<file path="src/rtl/reflet_irq_conditioner_pkg.sv">
// Shared constants for the external interrupt conditioner and its per-line slice.
package reflet_irq_conditioner_pkg;

    localparam int INT_LINES = 4;

    // "No line selected" code, matching the controller's normal-context level.
    localparam logic [2:0] INT_PRIO_NONE = 3'd4;

    function automatic int cnt_width(input int debounce);
        return $clog2(debounce) + 1;
    endfunction

    // Index of the lowest set bit, i.e. the highest-priority request.
    function automatic logic [2:0] lowest_set(input logic [INT_LINES-1:0] v);
        logic [2:0] idx;
        idx = INT_PRIO_NONE;
        for (int i = INT_LINES - 1; i >= 0; i--) begin
            if (v[i]) idx = 3'(i);
        end
        return idx;
    endfunction

endpackage

</file>
<file path="src/rtl/reflet_irq_line.sv">
// One interrupt line: synchroniser, debounce filter, rising-edge detect,
// pending latch and sticky overflow flag.
module reflet_irq_line
    import reflet_irq_conditioner_pkg::*;
#(
    parameter int sync_stages = 2,
    parameter int debounce    = 1
) (
    input  logic clk,
    input  logic reset,
    input  logic irq,
    input  logic edge_mode,
    input  logic clr,
    input  logic ovf_clr,
    output logic filt,
    output logic pending,
    output logic overflow
);

    localparam int            CW       = cnt_width(debounce);
    localparam logic [CW-1:0] CNT_LAST = CW'(debounce - 1);

    logic [sync_stages-1:0] sync;
    logic                   s;
    logic                   filt_d;
    logic                   rise;
    logic                   ovf_set;
    logic [CW-1:0]          cnt;

    assign s       = sync[sync_stages-1];
    assign rise    = filt & ~filt_d;
    assign ovf_set = edge_mode & rise & pending & ~clr;

    always_ff @(posedge clk or negedge reset) begin
        if (!reset) begin
            sync <= '0;
        end else begin
            sync <= {sync[sync_stages-2:0], irq};
        end
    end

    // The counter tracks how long s has disagreed with filt; any agreement restarts it.
    always_ff @(posedge clk or negedge reset) begin
        if (!reset) begin
            filt <= 1'b0;
            cnt  <= '0;
        end else if (s == filt) begin
            cnt <= '0;
        end else if (cnt == CNT_LAST) begin
            filt <= s;
            cnt  <= '0;
        end else begin
            cnt <= cnt + CW'(1);
        end
    end

    always_ff @(posedge clk or negedge reset) begin
        if (!reset) begin
            filt_d <= 1'b0;
        end else begin
            filt_d <= filt;
        end
    end

    // A rise wins over a same-cycle service so a back-to-back event is kept.
    always_ff @(posedge clk or negedge reset) begin
        if (!reset) begin
            pending <= 1'b0;
        end else if (!edge_mode) begin
            pending <= 1'b0;
        end else if (rise) begin
            pending <= 1'b1;
        end else if (clr) begin
            pending <= 1'b0;
        end
    end

    always_ff @(posedge clk or negedge reset) begin
        if (!reset) begin
            overflow <= 1'b0;
        end else if (ovf_set) begin
            overflow <= 1'b1;
        end else if (ovf_clr) begin
            overflow <= 1'b0;
        end
    end

endmodule

</file>
<file path="src/rtl/reflet_irq_conditioner.sv">
// Conditions raw external interrupt lines for reflet_interrupt: works out which
// line the CPU is servicing and muxes level or latched-edge requests out.
module reflet_irq_conditioner
    import reflet_irq_conditioner_pkg::*;
#(
    parameter int sync_stages = 2,
    parameter int debounce    = 1
) (
    input  logic                 clk,
    input  logic                 reset,
    input  logic [INT_LINES-1:0] irq_in,
    input  logic [INT_LINES-1:0] edge_sel,
    input  logic [INT_LINES-1:0] int_mask,
    input  logic                 int_taken,
    input  logic [INT_LINES-1:0] ovf_clr,
    output logic [INT_LINES-1:0] ext_int,
    output logic [INT_LINES-1:0] overflow
);

    logic [INT_LINES-1:0] filt;
    logic [INT_LINES-1:0] pending;
    logic [INT_LINES-1:0] clr;
    logic [2:0]           sel;

    assign ext_int = (edge_sel & pending) | (~edge_sel & filt);

    // Same priority order as the controller, so clr hits the line it entered.
    always_comb begin
        sel = lowest_set(ext_int & int_mask);
        clr = '0;
        for (int i = 0; i < INT_LINES; i++) begin
            clr[i] = int_taken & (sel == 3'(i)) & edge_sel[i];
        end
    end

    for (genvar i = 0; i < INT_LINES; i++) begin : g_line
        reflet_irq_line #(
            .sync_stages(sync_stages),
            .debounce   (debounce)
        ) u_line (
            .clk      (clk),
            .reset    (reset),
            .irq      (irq_in[i]),
            .edge_mode(edge_sel[i]),
            .clr      (clr[i]),
            .ovf_clr  (ovf_clr[i]),
            .filt     (filt[i]),
            .pending  (pending[i]),
            .overflow (overflow[i])
        );
    end

endmodule

</file>
<file path="config.mk">
export PLATFORM = sky130hd
export DESIGN_NAME = reflet_irq_conditioner
export DESIGN_NICKNAME = d
export VERILOG_FILES = /design/src/rtl/reflet_irq_conditioner_pkg.sv /design/src/rtl/reflet_irq_line.sv /design/src/rtl/reflet_irq_conditioner.sv
export SDC_FILE = /design/constraint.sdc
export NUM_CORES = 1
export LEC_CHECK = 0
export CAP_MARGIN = 20
export CORE_ASPECT_RATIO = 1.75
export CORE_MARGIN = 2
export CORE_UTILIZATION = 35
export DETAILED_ROUTE_END_ITERATION = 8
export PLACE_DENSITY = 0.61
export SLEW_MARGIN = 20
export SYNTH_ARGS = -nofsm -noshare
export SYNTH_HDL_FRONTEND = slang
export SYNTH_SLANG_ARGS = --single-unit
</file>
<file path="constraint.sdc">
create_clock -name clk -period 1.55 [get_ports clk]
set_input_delay 0.465 -clock clk [delete_from_list [all_inputs] [get_ports clk]]
set_output_delay 0.465 -clock clk [all_outputs]
set_load 0.02 [all_outputs]
</file>
Word level (Yosys, flattened, before mapping)

Index checks and enable logic that the tools add are counted.

Add/sub/neg operators: 4
$mul: 0
Div/mod/pow operators: 0
Magnitude comparators: 0
Eq/ne operators: 11
Shift operators: 0
Mux-type cells: 32
Bitwise operators: 45
Reductions and logical operators: 9

Operator list:

| cell                | count |
|---|---|
| $mux 1              | 28 |
| $and 1x1->1         | 24 |
| $not 1->1           | 16 |
| $and 4x4->4         | 3 |
| $mux 3              | 4 |
| $ne 3x1->1 const B  | 4 |
| $reduce_and 2->1    | 4 |
| $reduce_bool 2->1   | 4 |
| $eq 3x2->1 const B  | 2 |
| $add 1x1->1 const B | 4 |
| $eq 1x1->1          | 4 |
| $not 4->4           | 1 |
| $or 4x4->4          | 1 |
| $eq 3x1->1 const B  | 1 |
| $logic_not 3->1     | 1 |

Flip-flop bits (word level): 28
Latch bits: 0
RAM bits: 0
ROM bits: 0
Bits of input ports: 19
Output and inout bits: 8
Logic and storage cells: 125
Memories kept: 0

Logic depth before layout (Yosys ltp)

Depth in word-level cells: 14
Gate-level depth with buffers: 4
Mapped depth without buffers: 4

Hierarchy

Synthesis repeated with hierarchy kept, for this count alone.

Cells, all modules: 66
Area, all modules: 908.4 um^2

Modules (own cells, without submodules):

| module                 | instances | cells an instance | area an instance (um^2) | sequential area each (um^2) |
|---|---|---|---|---|
| reflet_irq_line        | 4         | 13                | 195.2                   | 150.1 |
| reflet_irq_conditioner | 1         | 14                | 127.6                   | 0.0 |

Worst setup path before layout

OpenSTA, ideal clock, no wires.

Kind: input -> register
Start: input edge_sel[1]
End: register g_line[3].u_line.pending
Setup time: 0.119 ns
Arrival: 1.361 ns
Data required time: 1.431 ns
Slack: 0.070 ns
Stages on the path: 4
Buffers on the path: 0
Path through: mux2_4 a221oi_2 a31oi_1 o21a_1

Longest elaborated chain between the ends: 10
Elaborated cells on any way between the ends: 11
Those cells by class: eq/ne (2); mux (2); bitwise (7)

RTL lines:

| element                     | RTL line                         | text |
|---|---|---|
| start: declaration          | reflet_irq_conditioner.sv:12     | `input logic [INT_LINES-1:0] edge_sel,` |
| $not 4->4                   | reflet_irq_conditioner.sv:25     | `assign ext_int = (edge_sel & pending) \| (~edge_sel & filt);` |
| $and 4x4->4                 | reflet_irq_conditioner.sv:25     |  |
| $or 4x4->4 *                | reflet_irq_conditioner.sv:25     |  |
| $and 4x4->4 *               | reflet_irq_conditioner.sv:29     | `sel = lowest_set(ext_int & int_mask);` |
| $mux 3 * (2 in series)      | reflet_irq_conditioner_pkg.sv:18 | `if (v[i]) idx = 3'(i);` |
| $eq 3x2->1 *                | reflet_irq_conditioner.sv:32     | `clr[i] = int_taken & (sel == 3'(i)) & edge_sel[i];` |
| $and 1x1->1 * (2 in series) | reflet_irq_conditioner.sv:32     |  |
| $ne 3x1->1 (no line) *      | -                                |  |
| end signal: assignment      | reflet_irq_line.sv:70            | `pending <= 1'b0;` |
| end signal: assignment      | reflet_irq_line.sv:72            | `pending <= 1'b1;` |
| end signal: assignment      | reflet_irq_line.sv:74            | `pending <= 1'b0;` |
| end: declaration            | reflet_irq_line.sv:16            | `output logic pending,` |

Every way passes the cells marked *; elsewhere a longest branch is shown, timed or not.
A chain may end at the register's enable or synchronous reset.

Worst setup path in the final report

Start: register g_line[2].u_line.filt
End: output ext_int[2]

Longest elaborated chain between the ends: 2

RTL lines:

| element                  | RTL line                     | text |
|---|---|---|
| start: declaration       | reflet_irq_line.sv:15        | `output logic filt,` |
| start signal: assignment | reflet_irq_line.sv:50        | `filt <= s;` |
| $and 4x4->4              | reflet_irq_conditioner.sv:25 |  |
| $or 4x4->4               | reflet_irq_conditioner.sv:25 |  |
| end: declaration         | reflet_irq_conditioner.sv:16 | `output logic [INT_LINES-1:0] ext_int,` |

No other way between the ends.

==> results.md <==
- Status: completed
- Clk_skew: 4.49 ps
- CTS tree: yes
- HPWL Detailed: 1.13 mm
- Min-Delay Path Class: flip-flop to flip-flop
- Initial DRC Count: 4
- Comb power frac: 0.139
- Top post-synthesis cells by area: dfrtp_1 67%, inv_1 3.8%, buf_4 3.4%
- Vias in the first global route: 643
- Clk Tree Root Cell: clkbuf_8
- Number of enable flip-flop cells after synthesis: 0
- CP endpoint kind: primary output
- CTS Buf Count: 3
- H-tree depth: 1
- Clk_lat worst skew: 260 ps
- P_leak: 0.627 nW
- Sequential share of the synthesized area: 0.673
- Routed wire per std cell: 10.9 um
- Final Util: 0.535
- Final hold violations: 0
- Synth async-reset ratio: 1.00
- Worst-Margin Slew: 288 ps
- First-pass GRT wire length: 2.62 mm
- Fin crit period: 1550 ps
- Vias/cell: 4.59
- Number of remaining DRC errors: 0
- Crit Path Max Fanout: 3
- Place WS: -750 ps
- Post-Syn Instances: 70
- Startpoint Class: flip-flop
- Hold_buf cts: 0
- Clk network pwr share: 0.378
- Clock-pin slew on the worst setup and hold paths: 80 ps
- Synth Warn #: 0
- Critical path's slowest cell: dfrtp_1
- Die X-Extent: 42.2 um
- Crit path DAT: 1080 ps
- CP Data Required Time: 1080 ps
- Synth cell types: 21
- Synth Cell Area: 892 sq um
- Gr usage total: 0.115
- Final Cycle Share: 0.999
- Global route overflow: 0
- Io pins: 27
- Largest net degree at the start of global routing: 25
- Mapped Nets: 89
- Pint: 1.12 mW
- Worst hold slack: 350 ps
- Die H: 70.8 um
- Cell Rows: 24
- Area leader, netlist: dfrtp_1
- Max-slew headroom: 0.808
- Highest Clock Rate: 646 MHz
- Buf/Inv on CP: 1
- Top-count cell post-synth: dfrtp_1
- Antenna violations before repair: 0
- Cell chain of the critical path: mux2_4 -> buf_6
- I/O Buffers: 26
- Slew Viols, Final: 0
- PwrDens: 1050 nW/um^2
- Synth Register Bits: 24
- Bufs on Longest Clock Path: 2
- Top-area cell type share of the netlist area: 0.673
- RSZ-0062 raised after global routing: true
- RD Place Congestion: 0.745
- Max Cap Viol: 0
- Crit Path Class: flip-flop to primary output
- Vias: 597
- Synth-to-layout area growth: 47.7%
- Top post-synthesis cells by count: 24 x dfrtp_1, 9 x inv_1, 5 x nand2_1
- Switching share of power: 0.196
- Antenna diodes: 0
- Die area: 2980 sq um
- Layout net count: 124
- TritonCTS Sinks: 24
- Layout cells sized above 1: 0.327
- Dominant synthesized flop cell: dfrtp_1
- Routed Antenna Nets: 0
- DRT Wirelength: 1.42 mm
- Peak VDD IR: 0.781 mV
- Initial Utilization: 0.362
- Final setup fails: 0
- Setup ws final: 2.26 ps
- Crit-path max cell delay: 400 ps
- DR pass1 iterations: 3
- Core area: 2460 sq um
- Switching power: 0.272 mW
- Mean post-synth cell area: 12.7 sq um
- Sequential share of power: 0.482
- Cell family with most CP delay: flip-flops
kinds of logic after synthesis:
family | after synthesis | synth area share
buffers and inverters | 17 | 0.0884
AO/OA/AOI/OAI | 12 | 0.105
flip-flops | 24 | 0.673
AND/OR/NAND/NOR | 13 | 0.0743
multiplexers | 4 | 0.0589
sequential cells by signal (all words and copies together), names as in the netlist:
signal	flops
g_line.u_line.sync	8
g_line.u_line.filt	4
g_line.u_line.filt_d	4
g_line.u_line.overflow	4
g_line.u_line.pending	4
per-stage QoR:
step	cells	cell area (sq um)	setup TNS, ps	total power [mW]
final	130	1320	0	1.39
after detailed placement	124	1210	-6380	0.864
after global placement	124	1210	-6300	0.859
after floorplan	70	892	0	0.751
after global routing	130	1320	-110	1.46
after CTS	128	1280	-12.3	1.40
placed cells by master (no fill, tap or decap):
cell type        instances
a21oi_1                  2
o22ai_1                  3
dlygate4sd2_1            4
o32ai_2                  1
o21a_1                   1
o22ai_2                  1
buf_4                   10
nor2_1                   1
o21ai_0                  1
clkdlybuf4s50_1         14
buf_6                    6
and3_4                   1
nand2b_1                 2
a31oi_1                  1
and2_2                   1
clkbuf_8                 3
nor2b_1                  1
mux2_4                   4
dfrtp_1                 24
a221oi_4                 1
nand3_1                  2
bufinv_16                1
buf_2                    4
a31o_2                   1
nand2_1                  5
inv_1                    9
timing repair:
| action | CTS | global route |
|---|---|---|
| endpoints found under the setup margin | 14 | 8 |
| cloned | 0 | 0 |
| pin swaps | 0 | 2 |
| resized for setup | 47 | 4 |
| setup buffers | 0 | 2 |
area by class of cell:
type	instances	area (sq um)
sequential	24	601
inverter	9	33.8
clock inverter	1	30.0
fill	222	1140
tap	26	32.5
multi-input combinational	29	241
clock buffer	3	41.3
timing repair buffer	38	338
power by group through the flow:
stage	Clock (mW)	Sequential (mW)	Combinational (mW)
CTS	0.544	0.670	0.186
global placement	0	0.681	0.178
global route	0.573	0.674	0.211
floorplan	0	0.680	0.0714
detailed placement	0	0.682	0.181
finish	0.525	0.669	0.194
routing by layer:
layer | vias up | track usage | wire, um
met5 | - | 0 | 0
met4 | 0 | 0.0833 | 42
met3 | 4 | 0.0230 | 67
met2 | 15 | 0.179 | 787
met1 | 285 | 0.138 | 525
li1 | 293 | - | -
worst register-to-register path: stages (launching register included):
cell and delay, ps:
dfrtp_1 380, mux2_4 280, buf_6 120, a221oi_4 290, a31oi_1 120, o21a_1 170
path summary, 6_finish.rpt:
| kind | startpoint | to | slack [ps] | cells past startpoint |
|---|---|---|---|---|
| min in group asynchronous | reset | g_line[1].u_line.sync[0] | 550 | 2 |
| max in group asynchronous | reset | g_line[1].u_line.sync[1] | 780 | 2 |
| max | g_line[2].u_line.filt | ext_int[2] | 2 | 2 |
| max reg2reg | g_line[1].u_line.filt | g_line[3].u_line.pending | 80 | 5 |
| min | g_line[1].u_line.sync[1] | g_line[1].u_line.filt | 350 | 0 |
| min reg2reg | g_line[1].u_line.sync[1] | g_line[1].u_line.filt | 350 | 0 |
Note: power is estimated with default switching activity, not from simulation.
